$ cat src/rtl/rpc2_ctrl_arb_pkg.sv
// Shared constants and helpers for the RPC2 controller address arbiter.
package rpc2_ctrl_arb_pkg;

  // Largest channel count the arbiter is intended to serve.
  localparam int ARB_MAX_CH = 8;

  // Channel index width: clog2 of the channel count, never below one bit.
  function automatic int ch_idx_w(input int num_ch);
    return (num_ch <= 2) ? 1 : $clog2(num_ch);
  endfunction

  // Largest weight value a weight field of the given width can hold.
  function automatic int max_weight(input int weight_width);
    return (1 << weight_width) - 1;
  endfunction

endpackage

$ cat src/rtl/rpc2_ctrl_rr_search.sv
// Rotating first-eligible search: scans start, start+1, ... modulo C_NUM_CH.
module rpc2_ctrl_rr_search #(
  parameter int C_NUM_CH = 4,
  parameter int CH_IDX_W = 2
) (
  input  logic [C_NUM_CH-1:0] eligible,
  input  logic [CH_IDX_W-1:0] start,
  output logic                found,
  output logic [CH_IDX_W-1:0] index
);

  // First eligible channel at or after start, wrapping once around the ring.
  always_comb begin
    int c;
    c     = 0;
    found = 1'b0;
    index = '0;
    for (int k = 0; k < C_NUM_CH; k++) begin
      c = int'(start) + k;
      if (c >= C_NUM_CH) c = c - C_NUM_CH;
      if (!found && eligible[c]) begin
        found = 1'b1;
        index = CH_IDX_W'(c);
      end
    end
  end

endmodule

$ cat src/rtl/rpc2_ctrl_addr_wrr_arbiter.sv
// Weighted round-robin arbiter feeding the ADR FIFO: each channel keeps the
// grant for weight+1 accepted requests before the turn moves on.
//
// Handshakes: a transfer happens on any cycle where valid and ready are both
// high. req_ready is combinational and only high in the grant cycle; arb_valid
// holds with arb_din/arb_ch stable until arb_ready is seen high.
module rpc2_ctrl_addr_wrr_arbiter
  import rpc2_ctrl_arb_pkg::*;
#(
  parameter int C_NUM_CH       = 4,
  parameter int C_DIN_WIDTH    = 48,
  parameter int C_WEIGHT_WIDTH = 2,
  localparam int CH_IDX_W      = ch_idx_w(C_NUM_CH)
) (
  input  logic                               clk,
  input  logic                               reset_n,
  input  logic [C_NUM_CH-1:0]                req_valid,
  input  logic [C_NUM_CH*C_DIN_WIDTH-1:0]    req_din,
  output logic [C_NUM_CH-1:0]                req_ready,
  input  logic [C_NUM_CH*C_WEIGHT_WIDTH-1:0] ch_weight,
  input  logic [C_NUM_CH-1:0]                ch_mask,
  output logic                               arb_valid,
  output logic [C_DIN_WIDTH-1:0]             arb_din,
  output logic [CH_IDX_W-1:0]                arb_ch,
  input  logic                               arb_ready
);

  localparam int USED_W = C_WEIGHT_WIDTH + 1;
  // Reset value of used: one past the largest weight, so the turn is exhausted.
  localparam logic [USED_W-1:0] USED_EXHAUSTED = USED_W'(max_weight(C_WEIGHT_WIDTH) + 1);
  localparam logic [CH_IDX_W-1:0] LAST_CH = CH_IDX_W'(C_NUM_CH - 1);

  logic [CH_IDX_W-1:0]       cur_ch;
  logic [USED_W-1:0]         used;
  logic [C_NUM_CH-1:0]       eligible;
  logic                      load_en;
  logic [C_WEIGHT_WIDTH-1:0] cur_weight;
  logic                      stay;
  logic [CH_IDX_W-1:0]       search_start;
  logic                      search_found;
  logic [CH_IDX_W-1:0]       search_idx;
  logic                      grant_valid;
  logic [CH_IDX_W-1:0]       grant_ch;
  logic [C_DIN_WIDTH-1:0]    grant_din;

  assign eligible     = req_valid & ~ch_mask;
  assign load_en      = ~arb_valid | arb_ready;
  assign search_start = (cur_ch == LAST_CH) ? '0 : cur_ch + CH_IDX_W'(1);

  rpc2_ctrl_rr_search #(
    .C_NUM_CH (C_NUM_CH),
    .CH_IDX_W (CH_IDX_W)
  ) u_search (
    .eligible (eligible),
    .start    (search_start),
    .found    (search_found),
    .index    (search_idx)
  );

  // Grant decision: keep the current owner while it has credit left (live
  // weight), otherwise hand the turn to the next eligible channel.
  always_comb begin
    cur_weight  = ch_weight[int'(cur_ch)*C_WEIGHT_WIDTH +: C_WEIGHT_WIDTH];
    stay        = eligible[cur_ch] && (used <= {1'b0, cur_weight});
    grant_valid = reset_n && load_en && (stay || search_found);
    grant_ch    = stay ? cur_ch : search_idx;
    grant_din   = req_din[int'(grant_ch)*C_DIN_WIDTH +: C_DIN_WIDTH];
  end

  // One-hot accept to the granted channel, silent during reset.
  always_comb begin
    req_ready = '0;
    for (int i = 0; i < C_NUM_CH; i++) begin
      req_ready[i] = grant_valid && (grant_ch == CH_IDX_W'(i));
    end
  end

  // Turn state and output register; both only move when the output slot frees.
  always_ff @(posedge clk or negedge reset_n) begin
    if (!reset_n) begin
      cur_ch    <= LAST_CH;
      used      <= USED_EXHAUSTED;
      arb_valid <= 1'b0;
      arb_din   <= '0;
      arb_ch    <= '0;
    end else if (load_en) begin
      if (grant_valid) begin
        arb_valid <= 1'b1;
        arb_din   <= grant_din;
        arb_ch    <= grant_ch;
        if (stay) begin
          used <= used + USED_W'(1);
        end else begin
          cur_ch <= grant_ch;
          used   <= USED_W'(1);
        end
      end else begin
        arb_valid <= 1'b0;
      end
    end
  end

endmodule

$ cat config.mk
export PLATFORM = sky130hd
export DESIGN_NAME = rpc2_ctrl_addr_wrr_arbiter
export DESIGN_NICKNAME = d
export VERILOG_FILES = /design/src/rtl/rpc2_ctrl_arb_pkg.sv /design/src/rtl/rpc2_ctrl_rr_search.sv /design/src/rtl/rpc2_ctrl_addr_wrr_arbiter.sv
export SDC_FILE = /design/constraint.sdc
export NUM_CORES = 1
export LEC_CHECK = 0
export BUFFER_PORTS_ARGS = -buffer_cell sky130_fd_sc_hd__buf_2
export CORE_AREA = 2 2 104 106
export CTS_BUF_LIST = sky130_fd_sc_hd__clkbuf_4 sky130_fd_sc_hd__clkbuf_8
export DETAILED_ROUTE_END_ITERATION = 10
export DIE_AREA = 0 0 106 108
export PLACE_DENSITY_LB_ADDON = 0.25
export RECOVER_POWER = 50
export SETUP_SLACK_MARGIN = 0.2
export SYNTH_ARGS = -nofsm -noshare
export SYNTH_HDL_FRONTEND = slang
export SYNTH_SLANG_ARGS = --single-unit
$ cat constraint.sdc
create_clock -name clk -period 8 [get_ports clk]
set_input_delay 0.4 -clock clk [delete_from_list [all_inputs] [get_ports clk]]
set_output_delay 0.4 -clock clk [all_outputs]
set_load 0.01 [all_outputs]
Word level (Yosys, flattened, before mapping):

Index checks and enable logic that the tools add are counted.

* $add $sub $neg: 9
* multipliers: 1
* magnitude comparators: 10
* equality and inequality tests: 4
* shift operators: 2
* mux-type cells: 30
* bitwise logic cells: 5
* reductions and logical operators: 17

Operators with widths (count)
* $shiftx A192 B9 Y48: 1
* $lt A32 B4 Y1 const B: 4
* $mux W32: 4
* $ge A32 B4 Y1 const B: 3
* $sub A32 B4 Y32 const B: 3
* $mux W1: 14
* $mux W2: 6
* $bmux W1 S2: 5
* $logic_and A1 B1 Y1: 10
* $shiftx A8 B4 Y2: 1
* $add A2 B2 Y3 const B: 2
* $eq A2 B2 Y1 const B: 3
* $and A4 B4 Y4: 1
* $mul A2 B2 Y4 const B: 1
* $not A4 Y4: 1
* $sub A2 B3 Y4 const B: 1
* $add A2 B1 Y3 const B: 1
* $add A3 B1 Y3 const B: 1
* $ge A2 B3 Y1 const B: 1
* $le A3 B2 Y1: 1
* $logic_not A1 Y1: 3
* $lt A2 B3 Y1 const B: 1
* $mux W3: 1
* $reduce_and A3 Y1: 1
* other kinds (7): 8

* register bits: 56
* output and inout bits: 55
* word-level logic and storage cells: 83

Depth between registers and ports, before layout:

Gate-level depths: netlist of the first run.

* depth in word-level cells: 20
* mapped depth: 13
* mapped depth without buffers: 10

Cells and area by module:

Synthesis of the first run repeated with hierarchy kept, for this count alone.

* cell total of the unflattened synthesis: 759
* area total of the unflattened synthesis: 5935.7 um2

Modules (own cells, without submodules)
* rpc2_ctrl_addr_wrr_arbiter: instances 1, cells each 744, area each 5858.1 um2, seq. area each 1405.1 um2
* rpc2_ctrl_rr_search: instances 1, cells each 15, area each 77.6 um2, seq. area each 0.0 um2

Worst setup path after synthesis of the first run:

OpenSTA, ideal clock, no wires.

* path kind: flip-flop to output port
* from: register cur_ch[0]
* to: output req_ready[1]
* data arrival time: 2.938 ns
* required time: 7.600 ns
* slack: 4.662 ns
* cell stages (with the launch flop): 12
* buffers on the path: 3
* path through: dfstp_2 buf_4 mux4_2 inv_1 ha_1 nor2b_1 o21ai_1 nand3b_4 mux2i_4 buf_4 buf_4 nor3b_1

* longest elaborated chain between the ends: 20
* elaborated cells on any way between the ends: 54

Ends and longest elaborated chain
* from (decl): RTL line rpc2_ctrl_addr_wrr_arbiter.sv:33 `logic [CH_IDX_W-1:0] cur_ch;`
* from (signal assigned): RTL line rpc2_ctrl_addr_wrr_arbiter.sv:94 `cur_ch <= grant_ch;`
* branches (longest 19 deep; another with $sub A32 B4 Y32)
* $logic_and A1 B1 Y1 *: RTL line rpc2_ctrl_addr_wrr_arbiter.sv:74 `req_ready[i] = grant_valid && (grant_ch == CH_IDX_W'(i));`
* to (decl): RTL line rpc2_ctrl_addr_wrr_arbiter.sv:19 `output logic [C_NUM_CH-1:0] req_ready,`

Mark *: on every way between the ends. The select of a mux whose other input is x is not followed.

Worst setup path after layout of the first run:

* from: register cur_ch[0]
* to: output req_ready[2]

* longest elaborated chain between the ends: 20
* elaborated cells on any way between the ends: 54

Ends and longest elaborated chain (RTL line)
* branches (longest 19 deep; another with $sub A32 B4 Y32)
* $logic_and A1 B1 Y1 *: rpc2_ctrl_addr_wrr_arbiter.sv:74

Marks and branches as above.

==> out/results.tsv, run 1 <==
stage	metric	value	unit
power	clockPowerShare	0.095	
detailed_routing	wl_per_cell	16.97	um
setup_path	arrival	3.96	ns
clocking	post_cts.repair.setup_buffers	0	
setup_path	crit_fanout	24	
status	status	finished clean	
layout	multi_input_area	2056	um2
timing	period_minus_slack	4.364	ns
synthesis	syn_area	3603	um2
detailed_routing	first_pass_iters	5	
clocking	post_cts_resized	0	
placed_design	place.gp.congestion	0.7966	
synthesis	yosys-top-cells-area	dfrtp_1, a22oi_1, mux2_2	
power	p_comb_frac	0.593	
synthesis	yosysUniqueCellTypes	41	
timing	layout_worst_path_cycle_share	0.5455	
setup_path	critPathCaptureType	output pin	
clocking	clockRootBuffer	clkbuf_8	
clocking	clk_latency	0.31	ns
clocking	cts-buffers-inserted	5	
detailed_routing	antenna_left	0	
placed_design	hpwl	9056	um
run	maxCapViolCount	0	
synthesis	synth_edf_count	0	
detailed_routing	drt_iter0_markers	225	
synthesis	async_flop_share	1.000	
timing	max_freq	229.1	MHz
floorplanning	ios	266	
timing	final-max-slew-violation-count	0	
power	peakVddDrop	173.2	uV
setup_path	cp.required	7.60	ns
detailed_routing	avgViaCountPerCell	5.353	
setup_path	criticalPathCategory	reg -> out	
floorplanning	core	10230	um2
synthesis	synth_top_cell_by_area	dfrtp_1	
clocking	cts.path.max_buffers	2	
global_routing	gr-total-overflow	0	
clocking	cts_tree	built	
timing	skew	0.01326	ns
global_routing	first_global_vias	3990	
synthesis	synth_ff_type	dfrtp_1	
setup_path	startpoint_type	flop	
synthesis	avgSynthCellArea	10.57	um2
layout	drive_gt1_frac	0.5196	
layout	regArea	1405	um2
timing	worst_pin_slew	0.9913	ns
power	p_switching	0.7089	mW
layout	diodes	0	
synthesis	synth_top_area_share	0.3681	
setup_path	reg2regPathDepth	11	
clocking	cts_max_level	2	
hold_path	min_path_type	in -> async	
layout	syn2layout_area_growth	40.24	%
synthesis	synth_nets	556	
synthesis	yosys_warnings	0	
detailed_routing	vias	3870	
floorplanning	design.die.area	11450	um2
floorplanning	die_h	108	um
layout	layout.nets	802	
layout	filler_cell_count	1010	
power	swShare	0.4324	
detailed_routing	wl	12270	um
clocking	cts.sinks	56	
timing	hold_ws	0.2273	ns
global_routing	grt_util_all_layers	0.2063	
timing	slew_headroom	0.3375	
clocking	postCtsHoldBufs	0	
power	power.density	324.4	nW/um2
timing	rsz0062_at_grt	false	
timing	final.setup.tns	0	ns
placed_design	portBuffers	265	
floorplanning	row_count	37	
global_routing	antenna_found_initial	0	
power	power	1.639	mW
floorplanning	die_width	106	um
synthesis	ys_ff_latch	56	
global_routing	grt_pass1_wl	18940	um
floorplanning	start_util	0.3522	
power	seqPwrFrac	0.312	
timing	finalSetupViolCount	0	
synthesis	syn_inst	341	
power	p_leak	2.461	nW
timing	hold_viol_final	0	
synthesis	yosysSeqAreaShare	0.3899	
power	p_int	0.9304	mW
clocking	clk_pin_slew	0.09	ns
detailed_routing	drc	0	
global_routing	grt_max_degree	95	
-- metal layers --
| metal | wire length (um) | up-vias | part of all wire | track usage |
|---|---|---|---|---|
| met5 | 0 | - | 0 | 0 |
| met4 | 160 | 0 | 0.013 | 0.04605 |
| met3 | 1024 | 14 | 0.083 | 0.05184 |
| met2 | 6077 | 197 | 0.50 | 0.3650 |
| met1 | 5003 | 1829 | 0.41 | 0.2549 |
| li1 | - | 1830 | - | - |
-- layout by cell type (no fill, tap or decap), types with 2 or more instances in the layout --
cell type,count
o21a_1,9
o21ai_1,27
a21oi_1,4
clkbuf_8,5
dfstp_2,3
o21ai_0,22
ha_1,4
mux2_1,5
buf_2,238
o31ai_4,2
mux4_2,3
mux2i_4,2
nand2b_1,3
mux2_2,36
o221a_2,2
a221oi_1,10
dfrtp_1,53
nor2b_2,2
nand4b_1,2
a22oi_1,76
clkbuf_1,27
nor2_1,9
nand2_1,4
buf_4,5
mux2i_1,9
inv_1,3
nor2b_1,5
-- cell type report --
class | count | area share
clock buffers | 6 | 0.01510
inverters | 3 | 0.002228
flip-flops and latches | 56 | 0.2780
repair buffers | 270 | 0.2632
clock inverters | 1 | 0.0009903
well taps | 136 | 0.03367
multi-input cells | 251 | 0.4068
-- sequential cells by signal, indices dropped and copies added (netlist names) --
register / count
arb_ch: 2
arb_valid: 1
arb_din: 48
used: 3
cur_ch: 2
-- synth_stat cells (5+ instances only) --
cell and number:
a221oi_1 10, a22oi_1 76, buf_2 10, buf_4 6, clkbuf_1 13, dfrtp_1 53
mux2_1 5, mux2_2 36, mux2i_1 9, nor2_1 10, nor2b_1 5, o21a_1 9
o21ai_0 22, o21ai_1 27
-- power by group through the flow --
stage | Combinational, mW | Sequential, mW | Clock [mW]
finish | 0.971 | 0.512 | 0.156
CTS | 0.997 | 0.510 | 0.163
floorplan | 0.641 | 0.550 | 0
global route | 1.07 | 0.529 | 0.177
global placement | 0.972 | 0.509 | 0
detailed placement | 0.998 | 0.513 | 0
-- cell families (layout without fill, tap and decap cells) --
| family | after synthesis | count (layout) | synth area share |
|---|---|---|---|
| mux | 55 | 55 | 0.1844 |
| compound gates | 159 | 159 | 0.3097 |
| flops | 56 | 56 | 0.3899 |
| fa+ha+maj | 4 | 4 | 0.01389 |
| buf+inv | 34 | 280 | 0.04548 |
| simple gates | 33 | 33 | 0.05660 |
-- worst max-delay path, stage by stage, from the launching register on --
cell	delay (ns)
dfstp_2	0.68
mux4_2	0.53
inv_1	0.07
ha_1	0.23
nor2b_1	0.14
o21ai_1	0.33
nand3b_4	0.17
mux2i_4	0.23
nor3b_4	0.68
buf_4	0.41
buf_2	0.19
-- per-stage QoR --
step           setup WS (ns)  std cells    util  instance area [um2]
6_report               3.636        723  0.4939                 5054
5_1_grt                3.400        723  0.4939                 5054
4_1_cts                3.636        723  0.4972                 5087
3_5_place_dp           3.889        716  0.4893                 5006
3_3_place_gp           4.021        716  0.4893                 5006
2_1_floorplan          4.662        341       -                 3603
-- path summary, 6_finish.rpt --
| kind | from | end | slack [ns] |
|---|---|---|---|
| max in group asynchronous | reset_n | used[1]$_DFFE_PN0P_ | 7.24 |
| setup / recovery | cur_ch[0]$_DFFE_PN1P_ | req_ready[2] | 3.64 |
| hold / removal | reset_n | arb_din[42]$_DFFE_PN0P_ | 0.23 |
| setup reg to reg | cur_ch[0]$_DFFE_PN1P_ | arb_din[37]$_DFFE_PN0P_ | 3.88 |
| hold reg to reg | arb_ch[1]$_DFFE_PN0P_ | arb_ch[1]$_DFFE_PN0P_ | 0.49 |
| min in group clk | req_din[125] | arb_din[29]$_DFFE_PN0P_ | 0.31 |
Note: power is estimated with default switching activity, not from simulation.
==> run 2, diff against run 1 <==
--- a/config.mk
+++ b/config.mk
@@ -6,10 +6,10 @@
 export NUM_CORES = 1
 export LEC_CHECK = 0
 export BUFFER_PORTS_ARGS = -buffer_cell sky130_fd_sc_hd__buf_2
-export CORE_AREA = 2 2 104 106
+export CORE_AREA = 2 2 102 104
 export CTS_BUF_LIST = sky130_fd_sc_hd__clkbuf_4 sky130_fd_sc_hd__clkbuf_8
 export DETAILED_ROUTE_END_ITERATION = 10
-export DIE_AREA = 0 0 106 108
+export DIE_AREA = 0 0 104 106
 export PLACE_DENSITY_LB_ADDON = 0.25
 export RECOVER_POWER = 50
 export SETUP_SLACK_MARGIN = 0.2
==> constraint.sdc (replaced) <==
create_clock -name clk -period 4.13 [get_ports clk]
set_input_delay 0.2065 -clock clk [delete_from_list [all_inputs] [get_ports clk]]
set_output_delay 0.2065 -clock clk [all_outputs]
set_load 0.01 [all_outputs]
==> run 2 against run 1 <==
Net effect:
- first-iteration DRC count fell by 31%
- register-to-register slack got worse by 3.3 ns
- count of clock-buffer cells in the layout decreased by 1
- sequential power is 94% higher
- utilization rose by 1.7 points
- worst hold slack got worse by 0.10 ns
- largest power group unchanged
- cell area up 1.1%
- the flow now finishes with violations (capacitance limit, slew limit)
- largest cell class unchanged
- highest routed layer unchanged
- clock skew down 0.0069 ns
- worst setup slack worse by 3.1 ns
==> out/results.tsv, run 2 (synthesis results as in run 1) <==
stage	metric	value	unit	change
status	status	finished with violations		was finished clean
status	failed_checks	capacitance limit, slew limit		
detailed_routing	vias	3914		was 3870
detailed_routing	wl_per_cell	17.22	um	was 16.97 um
floorplanning	die_h	106	um	was 108 um
setup_path	r2r-end	arb_din[7]$_DFFE_PN0P_		was arb_din[37]$_DFFE_PN0P_
placed_design	dpl.cell_count	718		was 716
layout	syn2layout_area_growth	41.77	%	was 40.24%
global_routing	first_global_vias	4036		was 3990
layout	drive_gt1_frac	0.5236		was 0.5196
setup_path	arrival	3.42	ns	was 3.96 ns
power	p_int	1.831	mW	was 0.9304 mW
timing	finalSetupViolCount	0		unchanged
detailed_routing	first_pass_iters	4		was 5
setup_path	reg2reg_slack	0.58	ns	was 3.88 ns
layout	top_regs	arb_din (48), used (3)		unchanged
power	peakVddDrop	267.5	uV	was 173.2 uV
setup_path	reg2reg_from	cur_ch[0]$_DFFE_PN1P_		unchanged
detailed_routing	wl	12540	um	was 12270 um
floorplanning	start_util	0.3604		was 0.3522
power	p_switching	1.411	mW	was 0.7089 mW
clocking	clockRootBuffer	clkbuf_8		unchanged
power	p_comb_frac	0.603		was 0.593
global_routing	antenna_found_initial	0		unchanged
timing	max_freq	275.4	MHz	
power	swShare	0.4353		was 0.4324
setup_path	startpoint_type	flop		unchanged
layout	diodes	0		unchanged
detailed_routing	avgViaCountPerCell	5.376		was 5.353
hold_path	min_path_type	in -> reg		was in -> async
timing	worst_pin_slew	3.064	ns	was 0.9913 ns
hold_path	worstHoldStart	req_din[100]		
setup_path	reg2regPathDepth	10		was 11
power	p_leak	2.480	nW	was 2.461 nW
timing	hold_viol_final	0		unchanged
floorplanning	row_count	37		unchanged
run	maxCapViolCount	1		was 0
power	seqPwrFrac	0.306		was 0.312
clocking	cts.path.max_buffers	2		unchanged
clocking	cts.sinks	56		unchanged
layout	final_cell_mix	buf_2, a22oi_1, dfrtp_1		unchanged
placed_design	hpwl	9392	um	was 9056 um
detailed_routing	drc	0		unchanged
global_routing	grt_max_degree	60		was 95
clocking	postCtsHoldBufs	0		unchanged
placed_design	place.gp.congestion	0.8809		was 0.7966
power	power.density	634.7	nW/um2	was 324.4 nW/um2
detailed_routing	drt_iter0_markers	155		was 225
floorplanning	ios	266		unchanged
layout	largest_register_ff_count	48		unchanged
layout	final_common_cell	buf_2		unchanged
global_routing	gr-total-overflow	0		unchanged
setup_path	critPathCaptureType	output pin		unchanged
setup_path	crit_fanout	52		was 24
clocking	clk_pin_slew	0.10	ns	was 0.09 ns
layout	top_register	arb_din		unchanged
timing	slew_headroom	-1.043		was 0.3375
setup_path	criticalPathCategory	reg -> out		unchanged
hold_path	min_to	arb_din[4]$_DFFE_PN0P_		
timing	final.setup.tns	0	ns	unchanged
layout	layout.nets	807		was 802
global_routing	grt_pass1_wl	19870	um	was 18940 um
floorplanning	core	10000	um2	was 10230 um2
clocking	cts_tree	built		unchanged
timing	final-max-slew-violation-count	57		was 0
timing	layout_worst_path_cycle_share	0.8792		
power	clockPowerShare	0.091		was 0.095
power	power	3.243	mW	was 1.639 mW
clocking	clk_latency	0.30	ns	was 0.31 ns
global_routing	grt_util_all_layers	0.2217		was 0.2063
timing	rsz0062_at_grt	false		unchanged
floorplanning	design.die.area	11020	um2	was 11450 um2
placed_design	portBuffers	265		unchanged
timing	skew	0.006345	ns	was 0.01326 ns
detailed_routing	antenna_left	0		unchanged
setup_path	cp.required	3.92	ns	was 7.60 ns
layout	instances_no_fill	728		was 723
clocking	cts-buffers-inserted	5		unchanged
floorplanning	die_width	104	um	was 106 um
hold_path	worstHoldPathCells	3		
timing	period_minus_slack	3.631	ns	
clocking	cts_max_level	2		unchanged
run 2: power groups by stage:
stage	sequential, mW	combinational (mW)	clock, mW
floorplan	1.06	1.24	0
global placement	0.991	1.91	0
detailed placement	0.994	1.97	0
CTS	0.990	1.97	0.305
global route	1.03	2.15	0.332
finish	0.994	1.96	0.294
run 2: how the worst max path moves through the flow:
stage / startpoint / endpoint / depth (start not counted)
2_1_floorplan: cur_ch[0]$_DFFE_PN1P_ / arb_din[23]$_DFFE_PN0P_ / 12
3_3_place_gp: cur_ch[0]$_DFFE_PN1P_ / arb_din[14]$_DFFE_PN0P_ / 12
3_5_place_dp: cur_ch[0]$_DFFE_PN1P_ / arb_din[11]$_DFFE_PN0P_ / 12
4_1_cts: cur_ch[0]$_DFFE_PN1P_ / req_ready[1] / 10
5_1_grt: cur_ch[0]$_DFFE_PN1P_ / req_ready[2] / 10
6_report: cur_ch[0]$_DFFE_PN1P_ / req_ready[1] / 10
run 2: cell type report:
class	instances	area [um2]
clock buffers	5	68.82
flip-flops and latches	56	1405
fillers	991	4891
clock inverters	2	12.51
multi-input cells	252	2063
well taps	136	170.2
inverters	3	11.26
repair buffers	274	1378
run 2: through the flow:
| stage | worst slack (ns) | hold WS, ns | cell area (um2) | utilization |
|---|---|---|---|---|
| 5_1_grt | 0.2739 | 0.1153 | 5109 | 0.5109 |
| 2_1_floorplan | 0.9315 | -0.08909 | 3603 | - |
| 4_1_cts | 0.2364 | 0.08584 | 5130 | 0.5130 |
| 3_5_place_dp | 0.3166 | 0.4184 | 5034 | 0.5034 |
| 6_report | 0.4990 | 0.1239 | 5109 | 0.5109 |
| 3_3_place_gp | 0.4417 | 0.4210 | 5034 | 0.5034 |
run 2: critical path: stages (launching register included):
cell      delay, ns
dfstp_2        0.68
mux4_2         0.53
inv_1          0.07
ha_1           0.23
nor2b_1        0.14
o21ai_2        0.22
nand3b_4       0.15
mux2i_4        0.35
buf_8          0.35
nor3b_1        0.22
buf_2          0.16
run 2: repair_timing:
item                       4_1_cts  5_1_grt
pin swaps                        0        1
resized for setup                0        4
cloned                           0        1
setup endpoints to repair        1       13
setup buffers                    2        0
run 2: routing by layer:
layer	vias up	part of all wire	track usage	routed length (um)
li1	1847	-	-	-
met1	1851	0.40	0.2564	4967
met3	22	0.079	0.05028	990
met5	-	0	0	0
met2	194	0.50	0.4079	6303
met4	0	0.022	0.06757	274
